## src/rtl/clb_config_loader_if.sv

```systemverilog
`default_nettype none
`timescale 1ns/1ps
// ============================================================================
//  Module      : clb_config_loader_if
//  Description : Bus bundle between the CLB configuration loader and its
//                neighbours: word source (in_*), LUT chain (config_*,
//                chain_tail) and readback consumer (rb_*).
//                master : source / chain / consumer side
//                slave  : the loader itself
//  Revision    : 1.0  - initial release
// ============================================================================
interface clb_config_loader_if #(
    parameter int CONFIG_WIDTH = 8
);
    logic [CONFIG_WIDTH-1:0] in_data;
    logic                    in_valid;
    logic                    in_ready;
    logic                    config_en;
    logic [CONFIG_WIDTH-1:0] config_in;
    logic [CONFIG_WIDTH-1:0] chain_tail;
    logic [CONFIG_WIDTH-1:0] rb_data;
    logic                    rb_valid;
    logic                    rb_ready;

    modport master (
        output in_data,
        output in_valid,
        input  in_ready,
        input  config_en,
        input  config_in,
        output chain_tail,
        input  rb_data,
        input  rb_valid,
        output rb_ready
    );

    modport slave (
        input  in_data,
        input  in_valid,
        output in_ready,
        output config_en,
        output config_in,
        input  chain_tail,
        output rb_data,
        output rb_valid,
        input  rb_ready
    );
endinterface
`default_nettype wire

```

## src/rtl/clb_config_loader.sv

```systemverilog
`default_nettype none
`timescale 1ns/1ps
// ============================================================================
//  Module      : clb_config_loader
//  Description : Word-serial loader for the CLB LUT configuration chain.
//                Streams exactly CHAIN_WORDS words from a valid/ready source
//                into the chain and returns the words shifted out of the
//                chain tail on a valid/ready readback port.
//  Ports       : config_clk  - clock shared with the LUT chain
//                config_rst  - asynchronous active-high reset
//                start       - begin a load (sampled in IDLE only)
//                busy        - registered, high while loading
//                done        - registered one-cycle completion pulse
//                bus         - source / chain / readback signals (slave side)
//  Revision    : 1.0  - initial release
// ============================================================================
module clb_config_loader #(
    parameter int CONFIG_WIDTH = 8,
    parameter int CHAIN_WORDS  = 4
) (
    input  wire                        config_clk,
    input  wire                        config_rst,
    input  wire                        start,
    output logic                       busy,
    output logic                       done,
    clb_config_loader_if.slave         bus
);

    localparam int CNT_W = $clog2(CHAIN_WORDS + 1);
    localparam logic [CNT_W-1:0] c_last_word = CNT_W'(CHAIN_WORDS - 1);
    localparam logic [CNT_W-1:0] c_cnt_one   = CNT_W'(1);

    typedef enum logic [1:0] {
        S_IDLE   = 2'd0,
        S_LOAD   = 2'd1,
        S_FINISH = 2'd2
    } state_t;

    state_t                  r_state;
    logic [CNT_W-1:0]        r_cnt;
    logic [CONFIG_WIDTH-1:0] r_rb_data;
    logic                    r_rb_valid;
    logic                    r_busy;
    logic                    r_done;
    logic                    w_shift;
    logic                    w_rb_free;

    // The readback slot is free when empty or being drained this cycle;
    // a shift is only allowed then so no old chain word is ever lost.
    assign w_rb_free = !r_rb_valid || bus.rb_ready;
    assign w_shift   = (r_state == S_LOAD) && bus.in_valid && w_rb_free;

    // Accept and chain shift happen at the same edge: no pipeline stage.
    assign bus.in_ready  = w_shift;
    assign bus.config_en = w_shift;
    assign bus.config_in = bus.in_data;
    assign bus.rb_data   = r_rb_data;
    assign bus.rb_valid  = r_rb_valid;
    assign busy          = r_busy;
    assign done          = r_done;

    always_ff @(posedge config_clk or posedge config_rst) begin
        if (config_rst) begin
            r_state    <= S_IDLE;
            r_cnt      <= '0;
            r_rb_data  <= '0;
            r_rb_valid <= 1'b0;
            r_busy     <= 1'b0;
            r_done     <= 1'b0;
        end else begin
            r_done <= 1'b0;

            // Readback register: a shift captures the tail word as it was
            // before this edge; otherwise a consumer handshake empties it.
            if (w_shift) begin
                r_rb_data  <= bus.chain_tail;
                r_rb_valid <= 1'b1;
            end else if (bus.rb_ready) begin
                r_rb_valid <= 1'b0;
            end

            case (r_state)
                S_IDLE: begin
                    r_cnt <= '0;
                    if (start) begin
                        r_state <= S_LOAD;
                        r_busy  <= 1'b1;
                    end
                end
                S_LOAD: begin
                    if (w_shift) begin
                        r_cnt <= r_cnt + c_cnt_one;
                        if (r_cnt == c_last_word) begin
                            r_state <= S_FINISH;
                            r_busy  <= 1'b0;
                        end
                    end
                end
                S_FINISH: begin
                    // Completion waits for the final readback word to leave.
                    if (w_rb_free) begin
                        r_state <= S_IDLE;
                        r_done  <= 1'b1;
                    end
                end
                default: begin
                    r_state <= S_IDLE;
                    r_busy  <= 1'b0;
                end
            endcase
        end
    end

endmodule
`default_nettype wire
```

## src/flat_wrapper.sv

```systemverilog
// flat-port wrapper written by rule: the top's interface ports become plain ports
module clb_config_loader_flat 
#(
    parameter int CONFIG_WIDTH = 8,
    parameter int CHAIN_WORDS  = 4
)
  (config_clk, config_rst, start, busy, done, bus_in_data, bus_in_valid, bus_in_ready, bus_config_en, bus_config_in, bus_chain_tail, bus_rb_data, bus_rb_valid, bus_rb_ready);
  clb_config_loader_if #(.CONFIG_WIDTH(CONFIG_WIDTH)) bus_i ();
  input  wire config_clk;
  input  wire config_rst;
  input  wire start;
  output logic busy;
  output logic done;
  input wire logic [$bits(bus_i.in_data)-1:0] bus_in_data;
  input wire logic [$bits(bus_i.in_valid)-1:0] bus_in_valid;
  output wire logic [$bits(bus_i.in_ready)-1:0] bus_in_ready;
  output wire logic [$bits(bus_i.config_en)-1:0] bus_config_en;
  output wire logic [$bits(bus_i.config_in)-1:0] bus_config_in;
  input wire logic [$bits(bus_i.chain_tail)-1:0] bus_chain_tail;
  output wire logic [$bits(bus_i.rb_data)-1:0] bus_rb_data;
  output wire logic [$bits(bus_i.rb_valid)-1:0] bus_rb_valid;
  input wire logic [$bits(bus_i.rb_ready)-1:0] bus_rb_ready;
  assign bus_i.in_data = bus_in_data;
  assign bus_i.in_valid = bus_in_valid;
  assign bus_in_ready = bus_i.in_ready;
  assign bus_config_en = bus_i.config_en;
  assign bus_config_in = bus_i.config_in;
  assign bus_i.chain_tail = bus_chain_tail;
  assign bus_rb_data = bus_i.rb_data;
  assign bus_rb_valid = bus_i.rb_valid;
  assign bus_i.rb_ready = bus_rb_ready;
  clb_config_loader #(.CONFIG_WIDTH(CONFIG_WIDTH), .CHAIN_WORDS(CHAIN_WORDS)) u_core (.config_clk(config_clk), .config_rst(config_rst), .start(start), .busy(busy), .done(done), .bus(bus_i));
endmodule
```

## config.mk

```make
export PLATFORM = sky130hd
export DESIGN_NAME = clb_config_loader_flat
export DESIGN_NICKNAME = d
export VERILOG_FILES = /design/src/rtl/clb_config_loader_if.sv /design/src/rtl/clb_config_loader.sv /design/src/flat_wrapper.sv
export SDC_FILE = /design/constraint.sdc
export NUM_CORES = 1
export LEC_CHECK = 0
export ABC_AREA = 1
export CORE_MARGIN = 2
export CORE_UTILIZATION = 31
export DETAILED_ROUTE_END_ITERATION = 7
export GPL_TIMING_DRIVEN = 0
export PLACE_DENSITY = 0.69
export SKIP_CTS_REPAIR_TIMING = 1
export SLEW_MARGIN = 40
export SYNTH_ARGS = -nofsm -noshare
export SYNTH_HDL_FRONTEND = slang
export SYNTH_SLANG_ARGS = --single-unit
export TNS_END_PERCENT = 100
```

## constraint.sdc

```tcl
create_clock -name config_clk -period 1.1 [get_ports config_clk]
set_input_delay 0.22 -clock config_clk [delete_from_list [all_inputs] [get_ports config_clk]]
set_output_delay 0.22 -clock config_clk [all_outputs]
set_load 0.005 [all_outputs]
```

==> results of run 1 <==
## metal layers
| layer | global-route usage | vias up |
|---|---|---|
| met5 | 0 | - |
| met3 | 0.0417 | 4 |
| met1 | 0.149 | 351 |
| met4 | 0.0513 | 0 |
| li1 | - | 357 |
| met2 | 0.193 | 34 |
## worst max-delay path by stage
stage	start	to	slack, ps
final	u_core.r_state[0]	bus_in_ready	-400
after global routing	u_core.r_state[0]	bus_in_ready	-460
after CTS	u_core.r_state[0]	bus_in_ready	-940
after detailed placement	bus_rb_ready	bus_in_ready	-920
after global placement	bus_rb_ready	bus_in_ready	-920
after floorplan	u_core.r_state[1]	bus_in_ready	-40
## worst max-delay path, cell delays in order (launching register included)
cell and delay [ps]:
dfrtp_1 390, inv_2 70, nor2_4 130, nand3_4 80, inv_2 70, buf_6 100
buf_6 80, buf_6 80
## synth_stat cells (all sizes together)
library cell | instances | area [µm²]
o22ai | 1 | 6.26
nand3 | 5 | 37.5
inv | 10 | 37.5
o32ai | 1 | 8.76
o21ai | 2 | 10.0
ha | 2 | 25.0
buf | 11 | 90.1
nand2 | 33 | 126
a21oi | 1 | 5.00
nor2 | 3 | 18.8
dfrtp | 16 | 400
nor3 | 1 | 5.00
## registers in the layout, summed over array words and instances (netlist names)
signal,count
u_core.done,1
u_core.bus.rb_valid,1
u_core.busy,1
u_core.r_cnt,3
u_core.r_state,2
u_core.bus.rb_data,8
## report_power, final
part	internal (W)	switching, W	leakage, nW	total (W)
clock	0.000201	0.000197	0.0210	0.000399
combinational	0.00103	0.000777	0.576	0.00180
sequential	0.000847	0.000160	0.197	0.00101
## through the flow
step	TNS [ps]	cell area (µm²)	setup WS [ps]	hold WS, ps
2_1_floorplan	-43.7	771	-43.7	134
3_3_place_gp	-5310	1140	-915	459
3_5_place_dp	-5800	1140	-917	460
4_1_cts	-5030	1170	-939	321
5_1_grt	-3010	1380	-456	307
6_report	-2340	1380	-395	273
## area by class of cell
class | count | area [µm²] | share of cell area
plain buffers | 11 | 93.8 | 0.0680
clock buffers | 4 | 36.3 | 0.0263
inverters | 10 | 40.0 | 0.0290
multi-input cells | 49 | 307 | 0.222
flip-flops and latches | 16 | 400 | 0.290
well taps | 30 | 37.5 | 0.0272
repair buffers | 47 | 465 | 0.337
## cell families (layout without fill, tap and decap cells)
group / after synthesis / after routing / synth area share
and+or+nand+nor: 42 / 42 / 0.244
buffers and inverters: 21 / 72 / 0.166
DFF: 16 / 16 / 0.519
AOI/OAI and AO/OA: 5 / 5 / 0.0390
adders and majority gates: 2 / 2 / 0.0325
==> flow_metrics.py, run 1 <==
metrics = {
    "global_routing": {
        "grt_start_max_net_pins": 17,
        "antenna_found_initial": 0,
        "grt_pass1_wl_um": 2560,
        "grt_use_total": 0.121,
        "grt_pass1_vias": 621,
        "globalRoute.totalOverflow": 0,
    },
    "worst_hold_path": {
        "min_path_type": "input port to register",
        "whs_path_depth": 3,
        "hold_end": "u_core.done",
        "min-delay-start": "bus_rb_ready",
    },
    "critical_path": {
        "worstSetupPathType": "register to primary output",
        "reg2reg_slack_ps": -220,
        "rr_worst_depth": 10,
        "worst_ep_required_time_ps": 880,
        "critPathMaxFanout": 4,
        "start_kind": "register",
        "r2r_start": "u_core.r_state[0]",
        "endpoint_kind": "primary output",
        "cp_data_arrival_time_ps": 1280,
        "r2r_end": "u_core.bus.rb_data[2]",
    },
    "synthesis": {
        "syn_nets": 109,
        "synth-seq-cells": 16,
        "syn_inst": 86,
        "syn_area_per_cell_um2": 8.96,
        "ys_types": 17,
        "ys_warn_count": 0,
        "synthesis.area_um2": 771,
        "yosysSeqAreaShare": 0.519,
    },
    "floorplan": {
        "io_pins": 42,
        "start_util": 0.320,
        "core.rowCount": 18,
        "die_w_um": 53.9,
        "die_height_um": 53.9,
        "coreArea_um2": 2410,
        "die_area_um2": 2900,
    },
    "timing": {
        "hold_violations": 0,
        "timing.final.ws_setup_ps": -395,
        "post-route-min-period_ps": 1500,
        "slew_violations": 0,
        "rsz0062_at_grt": "true",
        "post-route-period-util": 1.36,
        "slew-limit-headroom": 0.586,
        "tightest_slew_ps": 621,
        "skew_ps": 1.28,
        "final-setup-viol-count": 12,
        "fmax_mhz": 669,
    },
    "placement": {
        "dp_hpwl_um": 1270,
        "place_inst": 149,
        "portBuffers": 33,
        "place_congestion": 0.782,
    },
    "cts": {
        "numCtsBuffers": 3,
        "clk_path_buf_depth": 2,
        "cts_max_level": 1,
        "cts_sinks": 16,
        "clk_pin_slew_ps": 100,
        "ctsRootBufferMaster": "clkbuf_4",
        "clkLatencyLatePin_ps": 280,
        "cts_tree": "yes",
    },
    "power": {
        "p_per_area_nw_per_um2": 2330,
        "leakage_nw": 0.794,
        "fin_total_pwr_w": 0.00321,
        "peakVddDrop_uv": 1640,
    },
    "route": {
        "wl_met1_um": 681,
        "wl_per_cell_um": 11.2,
        "antenna_left": 0,
        "drt-initial-drc-count": 8,
        "wl_met2_um": 985,
        "routed.top_layer": "met4",
        "wl_met3_um": 166,
        "vias_per_cell": 4.47,
        "wl_um": 1870,
        "drc": 0,
        "firstDrtPassIters": 4,
        "vias": 746,
    },
    "layout": {
        "num-fill-cells": 207,
        "drive_above_1_share": 0.401,
        "layout.cells.most_common": "nand2_1",
        "nNetsFinal": 161,
        "final_cell_mix": "nand2_1, clkdlybuf4s50_1, buf_4",
        "stdcell_count": 167,
        "fin_util": 0.573,
        "area_growth_syn_to_layout_pct": 79.1,
        "n_antenna_cell": 0,
    },
    "status": {
        "violations": "setup timing",
        "status": "complete, but fails checks",
    },
    "job": {
        "maxCapViolCount": 0,
    },
}
Power figures use the tool's default switching activity.
==> inputs of run 2 (changes only) <==
--- a/config.mk
+++ b/config.mk
@@ -7,10 +7,10 @@
 export LEC_CHECK = 0
 export ABC_AREA = 1
 export CORE_MARGIN = 2
-export CORE_UTILIZATION = 31
+export CORE_UTILIZATION = 37
 export DETAILED_ROUTE_END_ITERATION = 7
 export GPL_TIMING_DRIVEN = 0
-export PLACE_DENSITY = 0.69
+export PLACE_DENSITY = 0.77
 export SKIP_CTS_REPAIR_TIMING = 1
 export SLEW_MARGIN = 40
 export SYNTH_ARGS = -nofsm -noshare
==> constraint.sdc (replaced) <==
create_clock -name config_clk -period 1.7 [get_ports config_clk]
set_input_delay 0.34 -clock config_clk [delete_from_list [all_inputs] [get_ports config_clk]]
set_output_delay 0.34 -clock config_clk [all_outputs]
set_load 0.005 [all_outputs]
==> run 2 against run 1 <==
The flow now finishes without violations. Setup slack better by 400 ps. Combinational power down 45%. Register-to-register slack better by 600 ps. Clock power shrank 37%. Die area decreased by 15%. Sequential share of layout area grew 2.9 points. Clock skew is 1.7 ps higher. Critical path depth unchanged. Critical endpoint unchanged.
==> flow_metrics.py, run 2 (synthesis gave the netlist of run 1 again) <==
metrics = {
    "critical_path": {
        "critical_path_buf_inv_count": 5,
        "cp_data_arrival_time_ps": 1360,
        "endpoint_kind": "primary output",
        "cp_cell_sequence": "inv_2, nor2_4, nand3_4, inv_2, buf_8, buf_6, buf_6",
        "crit_slowest_cell": "dfrtp_1",
        "worst_ep_required_time_ps": 1360,
        "slowest_delay_ps": 410,
        "start_kind": "register",
        "worstSetupPathType": "register to primary output",
        "critPathMaxFanout": 5,
        "critPathTopFamily": "buffers and inverters",
    },
    "route": {
        "wl_um": 1760,
        "vias": 702,
        "antenna_left": 0,
        "firstDrtPassIters": 2,
        "wl_per_cell_um": 11.1,
        "drt-initial-drc-count": 3,
        "vias_per_cell": 4.42,
        "drc": 0,
    },
    "layout": {
        "seqCellArea_um2": 400,
        "final_area_um2": 1250,
        "final_cell_mix": "nand2_1, clkdlybuf4s50_1, buf_4",
        "n_antenna_cell": 0,
        "area_growth_syn_to_layout_pct": 62.8,
        "num-fill-cells": 190,
        "multiInputGateArea_um2": 245,
        "layout.cells.most_common": "nand2_1",
        "stdcell_count": 159,
        "nNetsFinal": 156,
        "drive_above_1_share": 0.235,
        "fin_util": 0.640,
        "largest_reg_flops": 8,
    },
    "power": {
        "p_clk_frac": 0.134,
        "leakage_nw": 0.655,
        "p_sw_frac": 0.332,
        "seq_power_share": 0.345,
        "peakVddDrop_uv": 787,
        "pwr-share-comb": 0.521,
        "internal_power_w": 0.00126,
        "p_per_area_nw_per_um2": 1500,
        "power_switching_w": 0.000626,
    },
    "cts": {
        "clkLatencyLatePin_ps": 290,
        "numCtsBuffers": 3,
        "cts_max_level": 1,
        "cts_sinks": 16,
        "cts_tree": "yes",
        "clk_pin_slew_ps": 100,
        "ctsRootBufferMaster": "clkbuf_4",
        "clk_path_buf_depth": 2,
    },
    "placement": {
        "place_area_um2": 1130,
        "place_congestion": 0.660,
        "place_inst": 146,
        "dp_hpwl_um": 1280,
        "portBuffers": 33,
        "pre_cts_slack_ps": -569,
    },
    "timing": {
        "timing.final.ws_setup_ps": 1.15,
        "post-route-min-period_ps": 1700,
        "slew_violations": 0,
        "rsz0062_at_grt": "true",
        "tightest_slew_ps": 619,
        "final-setup-viol-count": 0,
        "post-route-period-util": 0.999,
        "fmax_mhz": 589,
        "hold_violations": 0,
        "setup_tns_ps": 0,
        "skew_ps": 2.95,
        "slew-limit-headroom": 0.587,
    },
    "floorplan": {
        "die_height_um": 49.6,
        "coreArea_um2": 1960,
        "die_area_um2": 2460,
        "die_w_um": 49.6,
        "core.rowCount": 16,
        "start_util": 0.393,
        "io_pins": 42,
    },
    "global_routing": {
        "grt_pass1_wl_um": 2920,
        "antenna_found_initial": 0,
        "globalRoute.totalOverflow": 0,
        "grt_pass1_vias": 683,
        "grt_start_max_net_pins": 17,
        "grt_use_total": 0.155,
    },
    "status": {
        "status": "finished clean",
    },
    "job": {
        "maxCapViolCount": 0,
    },
    "worst_hold_path": {
        "min_path_type": "input port to register",
    },
}
## run 2: final timing paths
check,startpoint,end,slack [ps],cells after the start
worst max-delay path,u_core.r_state[0],bus_in_ready,1,7
worst min-delay path,bus_rb_ready,u_core.done,400,3
worst max register to register,u_core.r_state[0],u_core.bus.rb_data[7],380,9
worst min register to register,u_core.busy,u_core.busy,480,2
max in group asynchronous,config_rst,u_core.r_cnt[0],880,2
min in group asynchronous,config_rst,u_core.bus.rb_data[2],420,2
## run 2: stage by stage
stage          hold slack, ps  total power [W]
2_1_floorplan             254          0.00108
3_3_place_gp              457          0.00147
3_5_place_dp              458          0.00150
4_1_cts                   434          0.00176
5_1_grt                   435          0.00204
6_report                  404          0.00189
## run 2: area by class of cell
type / instances / area share
plain buffers: 11 / 0.0778
flip-flops and latches: 16 / 0.319
multi-input cells: 49 / 0.195
inverters: 10 / 0.0299
repair buffers: 42 / 0.322
well taps: 27 / 0.0269
clock buffers: 4 / 0.0289
## run 2: worst min-delay path, cell delays in order
cell            delay, ps
dlymetal6s2s_1        100
nor2_1                 70
nor3_1                130
## run 2: metal layers
| layer | up-vias | part of all wire | GRT usage |
|---|---|---|---|
| met1 | 334 | 0.37 | 0.161 |
| met2 | 21 | 0.55 | 0.284 |
| li1 | 345 | - | - |
| met4 | 0 | 0.0080 | 0.0417 |
| met5 | - | 0 | 0 |
| met3 | 2 | 0.067 | 0.0636 |
## run 2: power by group through the flow
stage	combinational [W]	clock, W	sequential, W
CTS	0.000849	0.000262	0.000649
global route	0.00110	0.000278	0.000670
global placement	0.000818	0	0.000650
finish	0.000982	0.000253	0.000652
detailed placement	0.000845	0	0.000653
floorplan	0.000430	0	0.000654
